### src/rtl/pe_mrf_acc.sv
// pe_mrf_acc: PE-array processing element with register file, tappable delay line and counted accumulator.
// Optional feature macro PE_SAT_EN: signed saturation for ADD, SUB and ACC (wrap-around when undefined).
module pe_mrf_acc #(
  parameter int N_BITS    = 32,
  parameter int N_NEIGH   = 4,
  parameter int RF_DEPTH  = 4,
  parameter int DLY_DEPTH = 4,
  localparam int LS = $clog2(N_NEIGH + 3),
  localparam int LR = $clog2(RF_DEPTH),
  localparam int LD = $clog2(DLY_DEPTH),
  localparam int CW = 2*LS + 4 + 2*LR + LD
) (
  input  logic                      clk_i,
  input  logic                      rst_n_i,
  input  logic [CW-1:0]             ctrl_pe_i,
  input  logic [7:0]                acc_len_i,
  input  logic                      pea_ready_i,
  input  logic [N_NEIGH*N_BITS-1:0] neigh_op_i,
  input  logic [N_NEIGH-1:0]        neigh_op_valid_i,
  output logic                      ready_o,
  output logic                      valid_o,
  output logic [N_BITS-1:0]         pe_res_o,
  output logic                      delay_op_valid_o,
  output logic [N_BITS-1:0]         delay_op_o
);

  typedef enum logic [2:0] {
    OP_NOP  = 3'd0,
    OP_ADD  = 3'd1,
    OP_SUB  = 3'd2,
    OP_MUL  = 3'd3,
    OP_MAX  = 3'd4,
    OP_MIN  = 3'd5,
    OP_PASS = 3'd6,
    OP_ACC  = 3'd7
  } op_e;

  typedef enum logic [1:0] {
    ACC_IDLE  = 2'd0,
    ACC_ACCUM = 2'd1,
    ACC_DONE  = 2'd2
  } acc_state_e;

  localparam logic [LS-1:0] SRC_SELF = LS'(N_NEIGH);
  localparam logic [LS-1:0] SRC_RF   = LS'(N_NEIGH + 1);
  localparam logic [LS-1:0] SRC_DLY  = LS'(N_NEIGH + 2);

  logic [LS-1:0] sel_a, sel_b;
  op_e           op;
  logic          rf_we;
  logic [LR-1:0] rf_widx, rf_ridx;
  logic [LD-1:0] dly_tap;

  assign sel_a   = ctrl_pe_i[LS-1:0];
  assign sel_b   = ctrl_pe_i[2*LS-1:LS];
  assign op      = op_e'(ctrl_pe_i[2*LS+2:2*LS]);
  assign rf_we   = ctrl_pe_i[2*LS+3];
  assign rf_widx = ctrl_pe_i[2*LS+4 +: LR];
  assign rf_ridx = ctrl_pe_i[2*LS+4+LR +: LR];
  assign dly_tap = ctrl_pe_i[2*LS+4+2*LR +: LD];

  acc_state_e               state_q, state_d;
  logic [N_BITS-1:0]        res_q, res_d;
  logic                     valid_q, valid_d;
  logic [N_BITS-1:0]        acc_q, acc_d;
  logic [7:0]               count_q, count_d;
  logic [7:0]               len_q, len_d;
  logic [N_BITS-1:0]        rf_q [RF_DEPTH];
  logic [N_BITS-1:0]        rf_d [RF_DEPTH];
  logic [N_BITS-1:0]        dly_data_q [DLY_DEPTH];
  logic [N_BITS-1:0]        dly_data_d [DLY_DEPTH];
  logic [DLY_DEPTH-1:0]     dly_vld_q, dly_vld_d;

  logic [N_BITS-1:0] op_a, op_b;
  logic              vld_a, vld_b;
  logic              fire;
  logic [7:0]        len_eff, count_inc;
  logic [N_BITS-1:0] add_res, sub_res, mul_res, acc_sum, alu_res;
  logic              rf_wr;
  logic [N_BITS-1:0] rf_wdata;

  assign pe_res_o         = res_q;
  assign valid_o          = valid_q;
  assign delay_op_o       = dly_data_q[dly_tap];
  assign delay_op_valid_o = dly_vld_q[dly_tap];
  assign ready_o          = pea_ready_i & (state_q != ACC_DONE);

  // Operand muxes; codes past the delay-line source read as an invalid zero.
  always_comb begin
    op_a  = '0;
    vld_a = 1'b0;
    op_b  = '0;
    vld_b = 1'b0;
    for (int i = 0; i < N_NEIGH; i++) begin
      if (sel_a == LS'(i)) begin
        op_a  = neigh_op_i[i*N_BITS +: N_BITS];
        vld_a = neigh_op_valid_i[i];
      end
      if (sel_b == LS'(i)) begin
        op_b  = neigh_op_i[i*N_BITS +: N_BITS];
        vld_b = neigh_op_valid_i[i];
      end
    end
    if (sel_a == SRC_SELF) begin
      op_a  = res_q;
      vld_a = 1'b1;
    end else if (sel_a == SRC_RF) begin
      op_a  = rf_q[rf_ridx];
      vld_a = 1'b1;
    end else if (sel_a == SRC_DLY) begin
      op_a  = delay_op_o;
      vld_a = delay_op_valid_o;
    end
    if (sel_b == SRC_SELF) begin
      op_b  = res_q;
      vld_b = 1'b1;
    end else if (sel_b == SRC_RF) begin
      op_b  = rf_q[rf_ridx];
      vld_b = 1'b1;
    end else if (sel_b == SRC_DLY) begin
      op_b  = delay_op_o;
      vld_b = delay_op_valid_o;
    end
  end

  assign fire      = vld_a & vld_b & ready_o;
  assign len_eff   = (acc_len_i == 8'd0) ? 8'd1 : acc_len_i;
  assign count_inc = count_q + 8'd1;
  assign mul_res   = op_a * op_b;

`ifdef PE_SAT_EN
  localparam logic [N_BITS-1:0] S_MAX = {1'b0, {(N_BITS-1){1'b1}}};
  localparam logic [N_BITS-1:0] S_MIN = {1'b1, {(N_BITS-1){1'b0}}};

  // Operands are sign-extended by one bit; a disagreeing top pair means overflow.
  function automatic logic [N_BITS-1:0] clamp(input logic [N_BITS:0] x);
    logic [N_BITS-1:0] r;
    if (x[N_BITS] != x[N_BITS-1]) r = x[N_BITS] ? S_MIN : S_MAX;
    else                          r = x[N_BITS-1:0];
    return r;
  endfunction

  assign add_res = clamp({op_a[N_BITS-1], op_a} + {op_b[N_BITS-1], op_b});
  assign sub_res = clamp({op_a[N_BITS-1], op_a} - {op_b[N_BITS-1], op_b});
  assign acc_sum = clamp({acc_q[N_BITS-1], acc_q} + {op_b[N_BITS-1], op_b});
`else
  assign add_res = op_a + op_b;
  assign sub_res = op_a - op_b;
  assign acc_sum = acc_q + op_b;
`endif

  always_comb begin
    case (op)
      OP_ADD:  alu_res = add_res;
      OP_SUB:  alu_res = sub_res;
      OP_MUL:  alu_res = mul_res;
      OP_MAX:  alu_res = ($signed(op_a) > $signed(op_b)) ? op_a : op_b;
      OP_MIN:  alu_res = ($signed(op_a) < $signed(op_b)) ? op_a : op_b;
      OP_PASS: alu_res = op_a;
      default: alu_res = '0;
    endcase
  end

  always_ff @(posedge clk_i or negedge rst_n_i) begin
    if (!rst_n_i) state_q <= ACC_IDLE;
    else          state_q <= state_d;
  end

  // Any op other than ACC drops the accumulator back to IDLE, discarding partial sums.
  always_comb begin
    state_d = state_q;
    if (op != OP_ACC) begin
      state_d = ACC_IDLE;
    end else begin
      case (state_q)
        ACC_IDLE:  if (fire) state_d = (len_eff == 8'd1) ? ACC_DONE : ACC_ACCUM;
        ACC_ACCUM: if (fire && (count_inc == len_q)) state_d = ACC_DONE;
        ACC_DONE:  if (pea_ready_i) state_d = ACC_IDLE;
        default:   state_d = ACC_IDLE;
      endcase
    end
  end

  always_comb begin
    res_d    = res_q;
    valid_d  = valid_q;
    acc_d    = acc_q;
    count_d  = count_q;
    len_d    = len_q;
    rf_wr    = 1'b0;
    rf_wdata = alu_res;
    if (op == OP_NOP) begin
      res_d   = '0;
      valid_d = 1'b0;
      count_d = '0;
    end else if (op == OP_ACC) begin
      case (state_q)
        ACC_IDLE: begin
          valid_d = 1'b0;
          if (fire) begin
            acc_d   = op_b;
            count_d = 8'd1;
            len_d   = len_eff;
            if (len_eff == 8'd1) begin
              res_d    = op_b;
              valid_d  = 1'b1;
              rf_wr    = rf_we;
              rf_wdata = op_b;
            end
          end
        end
        ACC_ACCUM: begin
          valid_d = 1'b0;
          if (fire) begin
            acc_d   = acc_sum;
            count_d = count_inc;
            if (count_inc == len_q) begin
              res_d    = acc_sum;
              valid_d  = 1'b1;
              rf_wr    = rf_we;
              rf_wdata = acc_sum;
            end
          end
        end
        ACC_DONE: begin
          res_d   = acc_q;
          valid_d = 1'b1;
          if (pea_ready_i) begin
            valid_d = 1'b0;
            count_d = '0;
          end
        end
        default: ;
      endcase
    end else begin
      count_d = '0;
      if (fire) begin
        res_d   = alu_res;
        valid_d = 1'b1;
        rf_wr   = rf_we;
      end else if (pea_ready_i) begin
        valid_d = 1'b0;
      end
    end
  end

  // Reads stay on rf_q, so a same-cycle read of the written index sees the old entry.
  always_comb begin
    rf_d = rf_q;
    if (rf_wr) rf_d[rf_widx] = rf_wdata;
  end

  always_comb begin
    dly_data_d = dly_data_q;
    dly_vld_d  = dly_vld_q;
    if (pea_ready_i) begin
      dly_data_d[0] = op_a;
      dly_vld_d[0]  = vld_a;
      for (int k = 1; k < DLY_DEPTH; k++) begin
        dly_data_d[k] = dly_data_q[k-1];
        dly_vld_d[k]  = dly_vld_q[k-1];
      end
    end
  end

  always_ff @(posedge clk_i or negedge rst_n_i) begin
    if (!rst_n_i) begin
      res_q      <= '0;
      valid_q    <= 1'b0;
      acc_q      <= '0;
      count_q    <= '0;
      len_q      <= '0;
      rf_q       <= '{default: '0};
      dly_data_q <= '{default: '0};
      dly_vld_q  <= '0;
    end else begin
      res_q      <= res_d;
      valid_q    <= valid_d;
      acc_q      <= acc_d;
      count_q    <= count_d;
      len_q      <= len_d;
      rf_q       <= rf_d;
      dly_data_q <= dly_data_d;
      dly_vld_q  <= dly_vld_d;
    end
  end

endmodule

### config.mk
export PLATFORM = sky130hd
export DESIGN_NAME = pe_mrf_acc
export DESIGN_NICKNAME = d
export VERILOG_FILES = /design/src/rtl/pe_mrf_acc.sv
export SDC_FILE = /design/constraint.sdc
export NUM_CORES = 2
export LEC_CHECK = 0
export BUFFER_PORTS_ARGS = -buffer_cell sky130_fd_sc_hd__buf_2
export CAP_MARGIN = 40
export CORE_ASPECT_RATIO = 1.25
export CORE_MARGIN = 2
export CORE_UTILIZATION = 58
export DETAILED_ROUTE_END_ITERATION = 10
export HOLD_SLACK_MARGIN = 0.02
export PLACE_DENSITY_LB_ADDON = 0.12
export SYNTH_ARGS = -nofsm -noshare
export SYNTH_HDL_FRONTEND = slang
export SYNTH_SLANG_ARGS = --single-unit
### constraint.sdc
create_clock -name clk_i -period 8.9 [get_ports clk_i]
set_input_delay 0.89 -clock clk_i [delete_from_list [all_inputs] [get_ports clk_i]]
set_output_delay 0.89 -clock clk_i [all_outputs]
set_load 0.02 [all_outputs]
# ---- Yosys cells after proc, flatten, opt, wreduce, memory -nomap -nowiden
# Index checks and enable logic that the tools add are counted.
# W data, S select, Z words.
dict set report classes {
  n_lt_le_gt_ge 7
  add_sub_neg 4
  n_reduce_logical 16
  n_mux 91
  bitwise_logic 7
  eq_ne 38
  n_mul 1
}
# operator count
set op_table {}
lappend op_table {{$mux W32} 36}
lappend op_table {{$pmux W32 S6} 1}
lappend op_table {{$bmux W32 S2} 2}
lappend op_table {{$bwmux W128} 1}
lappend op_table {{$pmux W32 S2} 2}
lappend op_table {{$pmux W32 S3} 1}
lappend op_table {{$add A32 B32 Y32} 2}
lappend op_table {{$demux W32 S2} 1}
lappend op_table {{$mux W8} 6}
lappend op_table {{$gt A32 B32 Y1} 1}
lappend op_table {{$lt A32 B32 Y1} 1}
lappend op_table {{$mul A32 B32 Y32} 1}
lappend op_table {{$sub A32 B32 Y32} 1}
lappend op_table {{$mux W1} 31}
lappend op_table {{$eq A3 B3 Y1 const B} 10}
lappend op_table {{$pmux W8 S3} 1}
lappend op_table {{$ne A4 B4 Y1 const B} 5}
lappend op_table {{$eq A3 B2 Y1 const B} 6}
lappend op_table {{$ne A3 B3 Y1 const B} 6}
lappend op_table {{$mux W2} 5}
lappend op_table {{$eq A3 B1 Y1 const B} 3}
lappend op_table {{$ge A3 B3 Y1 const B} 3}
lappend op_table {{$logic_not A3 Y1} 3}
lappend op_table {{$not A2 Y3} 3}
lappend op_table {{26 further kinds} 32}
dict set report totals {
  out_inout_bits 67
  ff_bits 343
  wordCells 179
}

# ---- Depth between registers and ports, before layout
dict set report depth {
  ltp_word 17
  ltp_mapped 38
  mapped_depth_nobuf 34
}

# ---- Least setup slack after synthesis
# Ideal clock, no wire load.
dict set report synth_timing {
  kind {in2reg}
  start {input ctrl_pe_i[3]}
  end {register rf_q[126] (netlist name)}
  setup_slack_ns -0.777
  t_arrival_ns 9.552
  cell_stages 33
  setup_ns 0.125
  cell_sequence {buf_4 -> buf_4 -> buf_2 -> buf_4 -> mux2i_1 -> nor2_1 -> a221oi_2 -> clkinv_1 -> ha_1 -> fa_1 -> inv_1 -> fa_1 -> fa_1 -> inv_1 -> fa_1 -> fa_1 -> fa_1 -> fa_1 -> fa_1 -> ha_1 -> a21o_1 -> a21o_1 -> a21o_1 -> a21o_1 -> a221o_1 -> a21oi_1 -> o21ai_0 -> a41oi_1 -> xor2_1 -> o22ai_1 -> a211oi_1 -> o211ai_1 -> mux2_2}
}
dict set report synth_between {
  elab_chain_cells 17
  elab_cells_between_ends 46
  classes_between {add/sub (3); mul (1); order compare (2); eq/ne (6); mux (31); bitwise (2); reduce/logical (1)}
}
# element line
set synth_rtl {}
lappend synth_rtl {{start: declaration} 15} ;# input logic [CW-1:0] ctrl_pe_i,
lappend synth_rtl {{branches (longest 17 deep; another with $mul A32 B32 Y32)} n/a}
lappend synth_rtl {{end signal: assignment} 282} ;# rf_q <= rf_d;
lappend synth_rtl {{end: declaration} 68} ;# logic [N_BITS-1:0] rf_q [RF_DEPTH];
# Parallel ways; which one is timed is not known.
# A chain may end at the register's enable or synchronous reset.

# ---- Worst setup path after layout
dict set report layout_timing {
  start {input ctrl_pe_i[12]}
  end {register rf_q[30] (netlist name)}
}
dict set report layout_between {
  elab_chain_cells 15
  elab_cells_between_ends 25
  classes_between {add/sub (3); mul (1); order compare (2); mux (18); bitwise (1)}
}
# element line
set layout_rtl {}
lappend layout_rtl {{$not A2 Y3 (implied by the code) (*)} {108, 118}}
lappend layout_rtl {{$bmux W32 S2 (*)} {108, 118}}
lappend layout_rtl {{$mux W32 (implied by the code) (*) (2 in a row)} {108, 118}}
lappend layout_rtl {{branches (longest 9 deep; another with $mul A32 B32 Y32)} n/a}
lappend layout_rtl {{$mux W32 (*)} 192} ;# if (op == OP_NOP) begin
lappend layout_rtl {{$bwmux W128 (*)} 250} ;# if (rf_wr) rf_d[rf_widx] = rf_wdata;
# Mark *: on every way between the ends. The select of a mux whose other input is x is not followed.

==> results.toml <==
[yosys]
syn_nets = 5290
synthCells = 4499
syn_area_per_cell_sq_um = 9.09
yosys_warnings = 0
ys_seq_area_share_pct = 21.0
ys.flop_type = "dfrtp_1"
synth_top_cell_by_area = "dfrtp_1"
synth.top_cell.area_share_pct = 21.0
synth.area.top_cells = "dfrtp_1 (21%), fa_1 (20%), mux2_2 (6.8%)"
syn_area_sq_mm = 0.0409
synth-edff-count = 0
async_flop_share_pct = 100
synth.distinct_cells = 90
ys_ff_latch = 343

[die]
start_util_pct = 58.8
placementRows = 108
die_h_microns = 301
ios = 226
core_area_sq_mm = 0.0696
dieArea_sq_mm = 0.0727
die_x_microns = 242

[timing]
maxSlewViolCount = 0
setup_viol = 59
post-route-min-period_ns = 9.60
rsz0062_at_grt = "yes"
tightest_slew_ns = 1.26
holdWs_ns = 0.336
hold_violations = 0
finClkSkew_ns = 0.0188
max_slew_margin_pct = 15.8
fmax_ghz = 0.104
period_share_pct = 108
timing.final.ws_setup_ns = -0.701

[setup_path]
cp.buffers_inverters = 8
r2r_setup_slack_ns = -0.44
crit_slowest_cell = "fa_1"
critPathKind = "in -> reg"
crit_path_max_fanout = 8
critPathCaptureType = "flip-flop"
crit_family = "adder cells"
crit_path_max_incr_delay_ns = 0.68
startpoint = "ctrl_pe_i[12]"
worst_ep_required_time_ns = 9.32
cp.arrival_ns = 10.02
crit_path_start_kind = "input pin"
path_common_cell = "fa_1"
r2r_start = "rf_q[46]"

[min_path]
holdCritPathClass = "in -> async"

[placement]
place.gp.congestion = 1.09
dp_hpwl_microns = 143000
dp.cells = 6108
portBuffers = 225

[grt]
track_usage_pct = 49.8
grt_max_degree = 190
grt_pass1_wl_microns = 267000
grt_pass1_vias = 42300
antenna_found_initial = 20
grt_overflow = 0

[finish]
final_cell_mix = "buf_4 (721), nor2_1 (527), inv_1 (472), nand2_1 (433), fa_1 (357)"
nNetsFinal = 6120
register_area_sq_mm = 0.00858
final_cells = 6297
layout_commonest_cell = "buf_4"
area_growth_pct = 28.5
drive_gt1_share_pct = 33.3
n_fill_cell = 4776
multi_input_area_sq_mm = 0.0308
fin_util_pct = 75.5

[clock_tree]
clkSinkCount = 343
tritoncts = "built"
ctsHoldBuffers = 0
cts_buffer_depth = 3
clk_pin_slew_ns = 0.07
clock-root-buffer = "clkbuf_16"
clock_latency_ns = 0.55
cts_buffers = 34
h-tree-depth = 2

[route]
dr.pass1.iters = 7
routed_wl_microns = 186000
wire_per_inst_microns = 29.5
drc = 0
dr.first_iter.drc_count = 5147
antenna_left = 0
vias_per_cell = 6.59
route.vias.total = 41500

[status]
violations = "negative setup slack"
outcome = "finished with violations"

[job]
cap_violations = 0
## per-layer routing
metal | vias up | GRT usage, % | part of all wire (%)
met5 | - | 0 | 0.060
met2 | 3202 | 79.5 | 44
met3 | 1145 | 13.1 | 12
met1 | 20200 | 55.7 | 32
met4 | 16 | 43.1 | 11
li1 | 16900 | - | -
## cell type report
cell class / instances / area share [%]
Timing Repair Buffer: 1068 / 16.6
Clock buffer: 47 / 1.91
Multi-Input combinational cell: 3343 / 58.6
Clock inverter: 13 / 0.300
Sequential cell: 343 / 16.3
Inverter: 539 / 3.94
Tap cell: 935 / 2.23
Antenna cell: 9 / 0.0428
## what timing repair did
action,in CTS,in global routing
gates resized for setup,209,176
setup endpoints to repair,82,89
gates cloned,3,1
pin swaps,136,72
setup buffers,86,33
## Yosys cell counts, types with 9 or more instances
cell type and count:
nor2b_1 38, or3_1 13, xor2_1 36, mux2i_1 66, and3_1 30, a221o_1 17
a31oi_1 46, a222oi_1 9, o221ai_1 13, clkbuf_1 195, xnor2_1 102, o22ai_1 37
o22a_1 29, a21o_1 68, a21oi_1 206, fa_1 411, o211ai_1 37, buf_1 27
a22oi_1 53, a21boi_0 12, buf_2 40, clkinv_1 20, dfrtp_1 343, a221oi_1 13
inv_1 513, nand3_1 43, mux4_2 85, nand4_1 9, o21ai_0 177, and2_1 11
o21ai_1 22, nor2_1 553, o2111ai_1 9, a211oi_1 32, nand2b_1 27, nor4_1 9
a22o_1 28, ha_1 221, o21a_1 22, nand2_1 441, mux2_2 248, nor3_1 21
a32oi_1 9, o21bai_1 25
## cells by family after synthesis
| group | after synthesis | synth area share, % |
|---|---|---|
| buffers and inverters | 813 | 7.77 |
| muxes | 399 | 13.1 |
| AOI/OAI and AO/OA | 946 | 15.6 |
| DFF | 343 | 21.0 |
| and+or+nand+nor | 1225 | 12.6 |
| xor gates and xnor gates | 141 | 3.12 |
| adders and majority gates | 632 | 26.9 |
## state kept, by name, indices dropped and copies added, names as in the netlist
| register | flops |
|---|---|
| dly_data_q | 128 |
| valid_o | 1 |
| count_q | 8 |
| acc_q | 32 |
| dly_vld_q | 4 |
| pe_res_o | 32 |
| state_q | 2 |
| len_q | 8 |
| rf_q | 128 |
## stage by stage
stage	area, sq um	setup TNS [ns]	setup slack (ns)
2_1_floorplan	41400	-2.69	-0.293
3_3_place_gp	48600	-70.38	-1.26
3_5_place_dp	48600	-79.56	-1.44
4_1_cts	51500	-4.60	-0.333
5_1_grt	52600	-30.87	-1.03
6_report	52600	-18.83	-0.701
## worst reg2reg max path, delay by kind of cell, from the launching register on
| family | cells | cell delay, ns |
|---|---|---|
| AO/OA/AOI/OAI | 9 | 1.93 |
| XOR/XNOR | 1 | 0.38 |
| adder cells (fa/ha/maj) | 9 | 4.63 |
| buffers and inverters | 5 | 0.70 |
| flip-flops | 1 | 0.41 |
| multiplexers | 2 | 0.84 |
| AND/OR/NAND/NOR | 3 | 0.34 |
## worst paths after layout
check	cells past startpoint	endpoint
worst max-delay path	32	rf_q[30]
worst min-delay path	1	dly_data_q[11]
worst max register to register	29	rf_q[30]
worst min register to register	2	rf_q[45]
max in group asynchronous	2	dly_data_q[126]
min in group clk_i	2	rf_q[45]
Power is not shown: default switching activity piles up to over one toggle a cycle in this logic, so the estimate is an artifact.
